**src/rtl/parking_gate_controller.sv**
```systemverilog
// Parking lot entry/exit barrier controller.
// Two independent FSMs emit the one-cycle occupancy events.
module parking_gate_controller #(
   parameter int OPEN_TIME     = 8,
   parameter int OPEN_TIMEOUT  = 200,
   parameter int REJECT_CYCLES = 4,
   parameter int CLOSE_HOLD    = 2
) (
   input  logic       clk,
   input  logic       reset,
   input  logic [4:0] hour,
   input  logic       uni_is_vacated_space,
   input  logic       is_vacated_space,
   input  logic       entry_loop,
   input  logic       entry_card_valid,
   input  logic       entry_card_uni,
   input  logic       entry_pass,
   input  logic       exit_loop,
   input  logic       exit_card_valid,
   input  logic       exit_card_uni,
   input  logic       exit_pass,
   output logic       entry_barrier_open,
   output logic       entry_reject,
   output logic       exit_barrier_open,
   output logic       car_entered,
   output logic       is_uni_car_entered,
   output logic       car_exited,
   output logic       is_uni_car_exited
);

   typedef enum logic [2:0] {
      EN_IDLE,
      EN_CHECK,
      EN_REJECT,
      EN_OPEN,
      EN_PASS,
      EN_CLOSE
   } en_state_t;

   typedef enum logic [1:0] {
      EX_IDLE,
      EX_OPEN,
      EX_PASS,
      EX_CLOSE
   } ex_state_t;

   localparam logic [15:0] TO_LAST   = 16'(OPEN_TIMEOUT - 1);
   localparam logic [15:0] REJ_N     = 16'(REJECT_CYCLES);
   localparam logic [15:0] HOLD_LAST = 16'(CLOSE_HOLD - 1);
   localparam logic [4:0]  OPEN_H    = 5'(OPEN_TIME);

   en_state_t   en_state, en_next;
   logic [15:0] en_cnt, en_cnt_d;
   logic        en_uni, en_uni_d;
   logic        admit;
   logic        en_open_d, en_reject_d;
   logic        en_event_d, en_event_uni_d;

   ex_state_t   ex_state, ex_next;
   logic [15:0] ex_cnt, ex_cnt_d;
   logic        ex_uni, ex_uni_d;
   logic        ex_open_d;
   logic        ex_event_d, ex_event_uni_d;

   assign admit = (hour >= OPEN_H) && (hour <= 5'd23) &&
                  (en_uni ? uni_is_vacated_space : is_vacated_space);

   always_ff @(posedge clk or negedge reset) begin
      if (!reset) begin
         en_state           <= EN_IDLE;
         en_cnt             <= '0;
         en_uni             <= 1'b0;
         entry_barrier_open <= 1'b0;
         entry_reject       <= 1'b0;
         car_entered        <= 1'b0;
         is_uni_car_entered <= 1'b0;
      end else begin
         en_state           <= en_next;
         en_cnt             <= en_cnt_d;
         en_uni             <= en_uni_d;
         entry_barrier_open <= en_open_d;
         entry_reject       <= en_reject_d;
         car_entered        <= en_event_d;
         is_uni_car_entered <= en_event_uni_d;
      end
   end

   // Open timer runs only once the barrier is actually up.
   always_comb begin
      en_next  = en_state;
      en_cnt_d = en_cnt;
      en_uni_d = en_uni;
      unique case (en_state)
         EN_IDLE: begin
            en_cnt_d = '0;
            if (entry_loop && entry_card_valid) begin
               en_next  = EN_CHECK;
               en_uni_d = entry_card_uni;
            end
         end
         EN_CHECK: begin
            en_cnt_d = '0;
            en_next  = admit ? EN_OPEN : EN_REJECT;
         end
         EN_REJECT: begin
            if (!entry_loop)
               en_next = EN_IDLE;
            else if (en_cnt != REJ_N)
               en_cnt_d = en_cnt + 16'd1;
         end
         EN_OPEN: begin
            if (entry_pass) begin
               en_next = EN_PASS;
            end else if (entry_barrier_open) begin
               if (en_cnt == TO_LAST) begin
                  en_next  = EN_CLOSE;
                  en_cnt_d = '0;
               end else begin
                  en_cnt_d = en_cnt + 16'd1;
               end
            end
         end
         EN_PASS: begin
            if (!entry_pass) begin
               en_next  = EN_CLOSE;
               en_cnt_d = '0;
            end
         end
         EN_CLOSE: begin
            if (en_cnt == HOLD_LAST)
               en_next = EN_IDLE;
            else
               en_cnt_d = en_cnt + 16'd1;
         end
         default: en_next = EN_IDLE;
      endcase
   end

   always_comb begin
      en_open_d = (en_state inside {EN_OPEN, EN_PASS}) &&
                  (en_next inside {EN_OPEN, EN_PASS});
      en_reject_d = (en_state == EN_REJECT) &&
                    (en_next == EN_REJECT) && (en_cnt != REJ_N);
      en_event_d     = (en_state == EN_PASS) && !entry_pass;
      en_event_uni_d = en_event_d && en_uni;
   end

   always_ff @(posedge clk or negedge reset) begin
      if (!reset) begin
         ex_state          <= EX_IDLE;
         ex_cnt            <= '0;
         ex_uni            <= 1'b0;
         exit_barrier_open <= 1'b0;
         car_exited        <= 1'b0;
         is_uni_car_exited <= 1'b0;
      end else begin
         ex_state          <= ex_next;
         ex_cnt            <= ex_cnt_d;
         ex_uni            <= ex_uni_d;
         exit_barrier_open <= ex_open_d;
         car_exited        <= ex_event_d;
         is_uni_car_exited <= ex_event_uni_d;
      end
   end

   always_comb begin
      ex_next  = ex_state;
      ex_cnt_d = ex_cnt;
      ex_uni_d = ex_uni;
      unique case (ex_state)
         EX_IDLE: begin
            ex_cnt_d = '0;
            if (exit_loop && exit_card_valid) begin
               ex_next  = EX_OPEN;
               ex_uni_d = exit_card_uni;
            end
         end
         EX_OPEN: begin
            if (exit_pass) begin
               ex_next = EX_PASS;
            end else if (exit_barrier_open) begin
               if (ex_cnt == TO_LAST) begin
                  ex_next  = EX_CLOSE;
                  ex_cnt_d = '0;
               end else begin
                  ex_cnt_d = ex_cnt + 16'd1;
               end
            end
         end
         EX_PASS: begin
            if (!exit_pass) begin
               ex_next  = EX_CLOSE;
               ex_cnt_d = '0;
            end
         end
         EX_CLOSE: begin
            if (ex_cnt == HOLD_LAST)
               ex_next = EX_IDLE;
            else
               ex_cnt_d = ex_cnt + 16'd1;
         end
         default: ex_next = EX_IDLE;
      endcase
   end

   always_comb begin
      ex_open_d = (ex_state inside {EX_OPEN, EX_PASS}) &&
                  (ex_next inside {EX_OPEN, EX_PASS});
      ex_event_d     = (ex_state == EX_PASS) && !exit_pass;
      ex_event_uni_d = ex_event_d && ex_uni;
   end

endmodule
```
**config.mk**
```make
export PLATFORM = sky130hd
export DESIGN_NAME = parking_gate_controller
export DESIGN_NICKNAME = d
export VERILOG_FILES = /design/src/rtl/parking_gate_controller.sv
export SDC_FILE = /design/constraint.sdc
export NUM_CORES = 1
export LEC_CHECK = 0
export ABC_AREA = 1
export CORE_MARGIN = 2
export CORE_UTILIZATION = 35
export CTS_CLUSTER_DIAMETER = 150
export DETAILED_ROUTE_END_ITERATION = 8
export DONT_BUFFER_PORTS = 1
export HOLD_SLACK_MARGIN = 0.12
export PLACE_DENSITY = 0.51
export SYNTH_ARGS = -nofsm -noshare
export SYNTH_HDL_FRONTEND = slang
export SYNTH_SLANG_ARGS = --single-unit
```
**constraint.sdc**
```tcl
create_clock -name clk -period 1.8 [get_ports clk]
set_input_delay 0.18 -clock clk [delete_from_list [all_inputs] [get_ports clk]]
set_output_delay 0.18 -clock clk [all_outputs]
set_load 0.05 [all_outputs]
```
==> metrics.txt <==
# TYPE chip_impl_metric gauge
chip_impl_metric{name="fin_crit_sh",unit="%"} 95.99
chip_impl_metric{name="syn_to_final_growth",unit="%"} 22.44
chip_impl_info{name="critical_path.reg2reg.endpoint",value="ex_cnt[6]"} 1
chip_impl_metric{name="cts_num_sinks",unit=""} 46
chip_impl_metric{name="drt_drc_violations_left",unit=""} 0
chip_impl_metric{name="wl",unit="mm"} 6.958
chip_impl_metric{name="grt_pass1_wl",unit="mm"} 11.84
chip_impl_metric{name="yosys_top_cell_area_share",unit="%"} 38.95
chip_impl_metric{name="crit_buf_inv",unit=""} 3
chip_impl_metric{name="synth_simple_gate_area_share",unit="%"} 31.92
chip_impl_metric{name="gr-total-overflow",unit=""} 0
chip_impl_metric{name="clk_transition_reported_paths",unit="ns"} 0.09
chip_impl_metric{name="total_switching_power",unit="mW"} 1.008
chip_impl_metric{name="worst_skew_pair.late_latency",unit="ns"} 0.29
chip_impl_metric{name="report.final.setup_viol",unit=""} 0
chip_impl_metric{name="dp_cells",unit=""} 540
chip_impl_metric{name="netlist-cell-type-count",unit=""} 32
chip_impl_metric{name="die_area",unit="um^2"} 9195
chip_impl_metric{name="syn_inst",unit=""} 410
chip_impl_info{name="hold_class",value="primary input to flip-flop"} 1
chip_impl_metric{name="gp_congestion",unit=""} 0.8538
chip_impl_metric{name="row_count",unit=""} 33
chip_impl_info{name="r2r-start",value="ex_state[1]"} 1
chip_impl_metric{name="cts_buffer_depth",unit=""} 2
chip_impl_metric{name="cts_buffers",unit=""} 5
chip_impl_metric{name="timing.reg2reg.worst_path_depth",unit=""} 10
chip_impl_metric{name="power",unit="mW"} 2.617
chip_impl_metric{name="power_switching_share",unit="%"} 38.50
chip_impl_info{name="cts_tree",value="built"} 1
chip_impl_info{name="worst_path_top_cell_family_by_delay",value="flip-flops"} 1
chip_impl_metric{name="numPortBuffers",unit=""} 0
chip_impl_metric{name="tightestPinTransition",unit="ns"} 0.4527
chip_impl_metric{name="critPathArrivalTime",unit="ns"} 1.91
chip_impl_info{name="status",value="finished clean"} 1
chip_impl_metric{name="cts_max_level",unit=""} 2
chip_impl_info{name="critical_path.startpoint_type",value="flip-flop"} 1
chip_impl_metric{name="synth-compound-area-share",unit="%"} 13.25
chip_impl_metric{name="grt_start_max_net_pins",unit=""} 47
chip_impl_metric{name="drv.max_cap_violation_count",unit=""} 0
chip_impl_metric{name="syn_nets",unit=""} 437
chip_impl_info{name="synth_most_common_cell",value="nand2_1"} 1
chip_impl_info{name="path_cells",value="inv_1 -> ha_4 -> inv_1 -> o21ai_2 -> o21ai_4 -> o21ai_4 -> buf_12 -> nor2_2 -> or2_1 -> and3_1"} 1
chip_impl_metric{name="final-instance-count-excl-fill",unit=""} 563
chip_impl_info{name="postSynth.topFlopCell",value="dfrtp_1"} 1
chip_impl_metric{name="number_of_enable_type_register_cells_in_the_synthesized_netlist",unit=""} 0
chip_impl_metric{name="power_internal",unit="mW"} 1.609
chip_impl_metric{name="power.sequential.fraction",unit="%"} 46.2
chip_impl_metric{name="p_per_area",unit="nW/um^2"} 723.2
chip_impl_metric{name="synthesis.yosys.warnings",unit=""} 0
chip_impl_metric{name="final_antenna_net_count",unit=""} 0
chip_impl_metric{name="min_clock_period_post_route",unit="ns"} 1.728
chip_impl_metric{name="drt_first_iter_violations",unit=""} 83
chip_impl_metric{name="postSynthRegisterBits",unit=""} 46
chip_impl_metric{name="synth.cell_area",unit="um^2"} 2955
chip_impl_metric{name="synth.yosys.seq_area_share",unit="%"} 38.95
chip_impl_metric{name="initial_antenna_violation_count",unit=""} 0
chip_impl_metric{name="dp.final_hpwl",unit="mm"} 5.058
chip_impl_info{name="synth.cells.most_frequent",value="nand2_1 (103), nor2_1 (53), inv_1 (50)"} 1
chip_impl_metric{name="power_frac_comb",unit="%"} 30.3
chip_impl_metric{name="share_of_synthesized_cell_area_in_full_adder_half_adder_and_majority_cells",unit="%"} 4.234
chip_impl_metric{name="worst_ir_drop_vdd",unit="mV"} 0.5007
chip_impl_metric{name="synth_xor_area_share",unit="%"} 3.260
chip_impl_info{name="slowest_stage",value="dfrtp_1"} 1
chip_impl_metric{name="grt_pass1_vias",unit=""} 2705
chip_impl_info{name="post_synth_main_area_contributors",value="dfrtp_1 (39%), nand2_1 (13%), nor2_1 (6.7%)"} 1
chip_impl_info{name="leading_area_contributor_after_synthesis",value="dfrtp_1"} 1
chip_impl_info{name="setup.worst_path.end",value="ex_cnt[6]"} 1
chip_impl_metric{name="floorplan.initialDensity",unit="%"} 35.97
chip_impl_metric{name="io_pins",unit=""} 24
chip_impl_metric{name="power.leakage",unit="nW"} 1.683
chip_impl_metric{name="clock_network_power_share",unit="%"} 23.5
chip_impl_info{name="cts_root_buffer",value="clkbuf_8"} 1
chip_impl_metric{name="placed_cell_area",unit="um^2"} 3267
chip_impl_metric{name="synthArstFlopShare",unit="%"} 100.0
chip_impl_metric{name="die-width",unit="um"} 95.89
chip_impl_metric{name="reg2reg_setup_slack",unit="ns"} 0.07
chip_impl_metric{name="cp_data_required_time",unit="ns"} 1.98
chip_impl_info{name="worst_setup_path_startpoint",value="ex_state[1]"} 1
chip_impl_metric{name="antenna_cells",unit=""} 0
chip_impl_metric{name="fin_nets",unit=""} 485
chip_impl_info{name="synth_top_family_by_area",value="simple AND/OR/NAND/NOR gates"} 1
chip_impl_metric{name="drive_above_1_share",unit="%"} 18.78
chip_impl_metric{name="timing_hold_violations_final",unit=""} 0
chip_impl_metric{name="critical_path_cell_count",unit=""} 10
chip_impl_metric{name="max-slew-margin-rel",unit="%"} 69.84
chip_impl_metric{name="mean_post_synth_cell_area",unit="um^2"} 7.208
chip_impl_metric{name="slew_violations",unit=""} 0
chip_impl_metric{name="core_region_area",unit="um^2"} 8217
chip_impl_metric{name="chipHeight",unit="um"} 95.89
chip_impl_metric{name="achievable-frequency",unit="GHz"} 0.5788
chip_impl_info{name="timing_worst_setup_path_type",value="flip-flop to flip-flop"} 1
chip_impl_metric{name="detail_route.wl_per_cell",unit="um"} 12.36
chip_impl_metric{name="finClkSkew",unit="ns"} 0.006342
chip_impl_metric{name="synth_mux_area_share",unit="%"} 0.3810
chip_impl_metric{name="track_usage",unit="%"} 16.05
chip_impl_metric{name="critical-path-max-stage-delay",unit="ns"} 0.38
chip_impl_metric{name="detail_route.vias_per_cell",unit=""} 4.950
chip_impl_metric{name="fin_area",unit="um^2"} 3618
chip_impl_metric{name="firstDrtPassIters",unit=""} 5
chip_impl_metric{name="route.vias.total",unit=""} 2787
chip_impl_metric{name="crit_fanout",unit=""} 6
chip_impl_info{name="endpoint_kind",value="flip-flop"} 1
[placed cells by master (no fill, tap or decap), types with 2 or more instances in the layout]
master / netlist / final
nand2_1: 103 / 101
inv_1: 50 / 47
nor2_1: 53 / 46
dfrtp_1: 46 / 45
buf_4: 0 / 35
nand3_1: 29 / 28
o21ai_0: 24 / 21
a21oi_1: 19 / 19
nor3_1: 10 / 10
o21ai_2: 10 / 10
nand4_1: 9 / 9
xor2_1: 9 / 9
nor2_2: 3 / 8
dlygate4sd3_1: 0 / 7
o21ai_1: 4 / 5
and3_1: 5 / 5
ha_1: 10 / 5
clkbuf_8: 0 / 5
inv_2: 3 / 4
nor2_4: 1 / 3
nand2_2: 1 / 3
o2111ai_1: 3 / 3
ha_2: 0 / 3
nand3_2: 1 / 2
o21ai_4: 0 / 2
or2_1: 2 / 2
xnor2_1: 2 / 2
o211ai_1: 2 / 2
ha_4: 0 / 2
clkbuf_1: 1 / 2
[worst reg2reg max path, stage by stage, from the launching register on]
cell	delay, ns
dfrtp_1	0.38
inv_1	0.13
ha_4	0.18
inv_1	0.06
o21ai_2	0.17
o21ai_4	0.10
o21ai_4	0.08
buf_12	0.15
nor2_2	0.04
or2_1	0.20
and3_1	0.14
[stage by stage]
step | setup TNS, ns | setup slack [ns] | hold WS (ns) | utilization [%]
4_1_cts | 0 | 0.01281 | 0.1252 | 42.24
3_5_place_dp | -0.04389 | -0.02247 | -0.1139 | 39.76
3_3_place_gp | -0.004177 | -0.004177 | -0.1142 | 39.76
6_report | 0 | 0.07221 | 0.1270 | 44.04
2_1_floorplan | 0 | 0.08264 | -0.1156 | -
5_1_grt | -0.1857 | -0.05900 | 0.1540 | 44.04
[power by group through the flow]
stage          clock network [mW]  logic [mW]  registers, mW
5_1_grt                     0.674       0.903           1.22
2_1_floorplan                   0       0.545           1.24
4_1_cts                     0.636       0.767           1.21
3_3_place_gp                    0       0.719           1.23
3_5_place_dp                    0       0.720           1.23
6_report                    0.616       0.792           1.21
[area by class of cell]
type / instances / area, um^2
Timing Repair Buffer: 45 / 391.6
Fill cell: 850 / 4598
Inverter: 53 / 206.4
Sequential cell: 46 / 1152
Clock buffer: 7 / 76.32
Tap cell: 105 / 131.4
Multi-Input combinational cell: 307 / 1660
[what timing repair did]
action	CTS	global route
pin swaps	0	6
hold buffers	8	0
endpoints found under the setup margin	2	33
hold endpoints to repair	57	0
buffers inserted	3	5
gates resized for setup	2	33
[registers in the layout, indices dropped and copies added (netlist names)]
| register | count |
|---|---|
| en_cnt | 16 |
| ex_uni | 1 |
| en_uni | 1 |
| car_entered | 1 |
| en_state | 3 |
| ex_state | 2 |
| car_exited | 1 |
| exit_barrier_open | 1 |
| is_uni_car_exited | 1 |
| is_uni_car_entered | 1 |
| entry_reject | 1 |
| entry_barrier_open | 1 |
| ex_cnt | 16 |
[worst min-delay path by stage]
stage,start,endpoint,slack [ns],cells past startpoint
final,entry_card_valid,en_uni,0.13,2
after detailed placement,reset,en_cnt[7],-0.11,0
after floorplan,reset,car_entered,-0.12,0
after global routing,entry_card_valid,en_uni,0.15,2
after CTS,entry_card_valid,en_uni,0.13,2
after global placement,reset,en_cnt[14],-0.11,0
[metal layers]
| metal | vias up | track usage, % | share of wire [%] |
|---|---|---|---|
| met5 | - | 0 | 0 |
| met4 | 0 | 3.214 | 1.3 |
| met3 | 8 | 2.897 | 3.0 |
| met2 | 40 | 28.85 | 50 |
| met1 | 1306 | 20.13 | 46 |
| li1 | 1433 | - | - |
[logic make-up after synthesis]
group | Yosys count
and+or+nand+nor | 219
AOI/OAI and AO/OA | 66
buffers and inverters | 57
DFF | 46
xor gates and xnor gates | 11
adders and majority gates | 10
muxes | 1
(Power assumes the default switching activity.)
==> RTL edit 1: new RTL, same settings <==
Put one more register stage on the output `car_exited`. The value now appears one clock later. The other outputs are not delayed to match.
--- a/src/rtl/parking_gate_controller.sv
+++ b/src/rtl/parking_gate_controller.sv
@@ -51,2 +51,4 @@
 
+   logic car_exited_s0;
+
    en_state_t   en_state, en_next;
@@ -153,3 +155,3 @@
          exit_barrier_open <= 1'b0;
-         car_exited        <= 1'b0;
+         car_exited_s0     <= 1'b0;
          is_uni_car_exited <= 1'b0;
@@ -160,3 +162,3 @@
          exit_barrier_open <= ex_open_d;
-         car_exited        <= ex_event_d;
+         car_exited_s0     <= ex_event_d;
          is_uni_car_exited <= ex_event_uni_d;
@@ -212,2 +214,6 @@
 
+   always_ff @(posedge clk) begin
+      car_exited <= car_exited_s0;
+   end
+
 endmodule
Behaviour: not the same (a bounded check fails within 4 cycles, from zero or initial values and one cycle with reset low).
==> RTL edit 1 against the original RTL <==
Critical path depth shrank 1; cell area is 0.17% higher; core utilization grew 0.076 points; highest routed layer unchanged; sequential cell count is 1 higher; via count decreased by 1.9%; die area up 0.65%; largest power group unchanged; wire length grew 3.0%; total power up 6.3%; non-clock buffer count shrank 4; sequential share of layout area is 0.50 points higher; worst setup slack better by 11 ps; synthesized cell count is 0.24% higher; critical endpoint is now ex_cnt[9]; synthesized area is 0.68% higher.
==> RTL edit 1: results (changes against the original RTL) <==
largest cells by area after synthesis=dfrtp_1 (39%), nand2_1 (13%), nor2_1 (6.7%); P&R area growth vs syn=21.83%; HPWL Detailed=5208 um (+3.0%); post-CTS resize count=3 (+1); router iterations before antenna repair=4 (-1); Synth top cells by count=nand2_1 (103), nor2_1 (53), inv_1 (50); drt via density=4.865 (-1.7%); Clock power frac=0.255 (+0.020); Syn Nets=438 (+0.23%); Setup Slack @ Placement=-23.60 ps (-1.137 ps); FILL cells=834 (-1.9%); Unique masters post-synth=33 (+3.1%); CP max stage delay=410 ps (+30 ps); outcome=finished, final reports clean; Pint=1.737 mW (+7.9%); compound-cell area share of the yosys netlist=0.1316 (-0.0008916); CTS Hold Bufs=9 (+1); # clk buffers=8 (+1); Post-DP Area=3264 um2 (about the same); Final clock-cell share=0.02761 (+0.006522); mux contribution to synthesized area=0.003785 (-0.00002564); first-pass GRT wire length=11950 um (+0.93%); FF+latch count, synth=47 (+2.2%); Worst VDD drop=0.5272 mV (+5.3%); layout cells sized above 1=0.1751 (-0.01272); fmax=582.6 MHz (+0.66%); Leak=1.687 nW (+0.24%); Hold Slack=121.7 ps (-5.274 ps); Synth Area per Inst=7.239 um2 (+0.43%); sequential area share after synthesis=0.3936 (+0.004108); Post-Place Cells=538 (-0.37%); delay-heaviest family, CP=simple AND/OR/NAND/NOR gates; DR vias=2734 (-1.9%); multi-input combinational area share=0.4581 (-0.0007924); slew margin rel.=0.6817 (-0.01671); Post-synth ARST share=0.9787 (-0.02128); nets=483 (-0.41%); Worst Skew=7.874 ps (+1.532 ps); Plain + repair buffers=41 (-8.9%); Seq/total area=0.3234 (+0.004970); routed wire length per instance=12.75 um (+3.2%); First DRT Iteration DRCs=108 (+30%); comb_multi_in=308 (+0.33%); vias in the first global route=2627 (-2.9%); Synth Area in Adders=0.04205 (-0.0002849); XOR/XNOR share of the synthesized area=0.03238 (-0.0002193)
[RTL edit 1: logic make-up after synthesis]
family | count (synthesis)
XOR/XNOR | 11
multiplexers | 1
flip-flops | 47
adder cells (fa/ha/maj) | 10
AND/OR/NAND/NOR | 219
AO/OA/AOI/OAI | 66
buffers and inverters | 57
[RTL edit 1: worst paths after layout]
| kind | start | to | depth (start not counted) |
|---|---|---|---|
| setup / recovery | ex_cnt[1] | ex_cnt[9] | 9 |
| min in group asynchronous | reset | en_cnt[12] | 2 |
| hold / removal | entry_pass | en_state[2] | 4 |
| max in group asynchronous | reset | ex_state[0] | 2 |
| setup reg to reg | ex_cnt[1] | ex_cnt[9] | 9 |
| hold reg to reg | car_exited_s0 | car_exited | 0 |
[RTL edit 1: routing by layer]
metal | vias up | GRT usage | share of wire
met4 | 0 | 0.03333 | 0.0095
li1 | 1428 | - | -
met3 | 6 | 0.02741 | 0.022
met5 | - | 0 | 0
met1 | 1272 | 0.2026 | 0.46
met2 | 28 | 0.2975 | 0.51
==> RTL edit 2: new RTL, config.mk and constraints unchanged <==
Made on the original files. Set the parameter `OPEN_TIMEOUT` to 150 (it was 200).
--- a/src/rtl/parking_gate_controller.sv
+++ b/src/rtl/parking_gate_controller.sv
@@ -4,3 +4,3 @@
    parameter int OPEN_TIME     = 8,
-   parameter int OPEN_TIMEOUT  = 200,
+   parameter int OPEN_TIMEOUT  = 150,
    parameter int REJECT_CYCLES = 4,
Function: same outputs for any inputs over 10 cycles, from zero or initial values and one cycle with reset low; that may be too few to reach the edited logic, so the function may still have changed.
==> RTL edit 2 against the original RTL <==
Wire length up 4.9%; via count up 2.3%; clock skew up 7.8 ps; worst setup slack about the same; sequential share of layout area down 0.15 points; synthesized cell count up 4.6%; count of clock-buffer cells in the layout down 2; total power up 25%; sequential cell count unchanged; synthesized area up 4.3%; worst hold slack better by 13 ps; cell area up 0.69%.
==> RTL edit 2: results (changes against the original RTL) <==
nets=489 (+0.82%); Met3 Routed Length=259 um (+23%); wire length on met1=3201 um (+0.69%); CP max stage delay=400 ps (+20 ps); Unique masters post-synth=36 (+13%); compound-cell area share of the yosys netlist=0.1132 (-0.01928); sequential area share after synthesis=0.3734 (-0.01612); PnR worst setup slack=72.13 ps (-0.07880 ps); R2R Setup Slk=70 ps (about the same); clk slew on worst S/H paths=100 ps; XOR/XNOR share of the synthesized area=0.03125 (-0.001349); Clk Latency, worst-skew pair=310 ps (+20 ps); slew margin rel.=0.6968 (-0.001581); Worst VDD drop=0.3685 mV (-26%); wire length on met2=3691 um (+6.1%); Worst EP arrival=1970 ps (+60 ps); layout cells sized above 1=0.1469 (-0.04090); Setup Slack @ Placement=55.08 ps (+77.55 ps); first-pass GRT wire length=12170 um (+2.8%); delay-heaviest family, CP=buffers and inverters; FILL cells=908 (+6.8%); GRT Total Usage=0.1542 (-0.006379); outcome=finished, final reports clean; mux contribution to synthesized area=0 (-0.003810); Synth top cells by count=nand2_1 (120), inv_1 (54), dfrtp_1 (46); PortBufs=0 (unchanged); GPL Wtd Cong=0.9110 (+6.7%); First DRT Iteration DRCs=98 (+18%); Worst Skew=14.13 ps (+7.792 ps); Leak=1.697 nW (+0.80%); critical path class=flop to flop; router iterations before antenna repair=4 (-1); start point of the critical path=ex_cnt[1]; Worst R2R End=ex_cnt[0]; drt via density=4.993 (+0.86%); vias in the first global route=2729 (+0.89%); HPWL Detailed=5206 um (+2.9%); routed wire length per instance=12.78 um (+3.4%); Synth Area in Adders=0.04058 (-0.001753); largest cells by area after synthesis=dfrtp_1 (37%), nand2_1 (15%), inv_1 (6.6%)
-- RTL edit 2: changes by cell type in the layout (fill, tap and decap cells not counted), moves of 4 or more --
cell,unedited run,this run
and3_1,5,0
nor3_1,10,17
inv_1,47,53
buf_4,35,21
o21ai_0,21,11
nand2_1,101,119
nor2_1,46,42
o21ai_1,5,9
nor2_2,8,3
o21ai_2,10,6
-- RTL edit 2: repair_timing --
action | in CTS | in global routing
gates resized for setup | 0 | 15
endpoints found under the setup margin | 0 | 23
hold buffers | 8 | 0
endpoints found under the hold margin | 55 | 0
setup buffers | 0 | 7
-- RTL edit 2: final cells by class --
type / count / area [um2] / area share
repair buffers: 32 / 306.5 / 0.08413
multi-input cells: 317 / 1678 / 0.4605
well taps: 108 / 135.1 / 0.03709
clock inverters: 3 / 68.82 / 0.01889
flip-flops and latches: 46 / 1155 / 0.3170
clock buffers: 5 / 68.82 / 0.01889
inverters: 59 / 226.5 / 0.06216
repair inverters: 1 / 5.005 / 0.001374
-- RTL edit 2: worst reg2reg max path, delay by kind of cell, from the launching register on --
kind	cells	cell delay (ps)
compound gates	2	340
flops	1	400
buf+inv	4	460
simple gates	3	290
fa+ha+maj	1	170
-- RTL edit 2: worst min path at each step --
| stage | startpoint | end | slack [ps] | cells after the start |
|---|---|---|---|---|
| after floorplan | reset | car_entered | -120 | 0 |
| after global placement | reset | ex_cnt[3] | -110 | 0 |
| after detailed placement | reset | ex_cnt[3] | -110 | 0 |
| after CTS | is_vacated_space | en_state[0] | 130 | 2 |
| after global routing | is_vacated_space | en_state[0] | 140 | 2 |
| final | exit_card_valid | ex_uni | 140 | 4 |
-- RTL edit 2: power breakdown --
group	total, mW	switching (mW)	internal [mW]
registers	1.22	0.109	1.11
logic	1.10	0.655	0.445
clock network	0.960	0.403	0.557
-- RTL edit 2: per-layer routing --
| layer | GRT usage | vias up |
|---|---|---|
| met5 | 0 | - |
| met4 | 0.06197 | 0 |
| met3 | 0.02720 | 12 |
| met2 | 0.2692 | 61 |
| met1 | 0.1880 | 1314 |
| li1 | - | 1464 |
-- RTL edit 2: through the flow --
step / utilization / std cells / area, um2 / setup TNS (ps) / power (mW)
after floorplan: - / 429 / 3083 / 0 / 1.861
after global placement: 0.3834 / 547 / 3311 / 0 / 2.092
after detailed placement: 0.3834 / 547 / 3311 / 0 / 2.101
after CTS: 0.4106 / 563 / 3546 / 0 / 3.106
after global routing: 0.4219 / 571 / 3643 / -134.1 / 3.482
final: 0.4219 / 571 / 3643 / 0 / 3.281
-- RTL edit 2: logic make-up (layout without fill, tap and decap cells) --
family,count (synthesis),after routing
xor+xnor,11,11
compound gates,55,55
flops,46,46
fa+ha+maj,10,10
simple gates,241,241
buf+inv,66,100
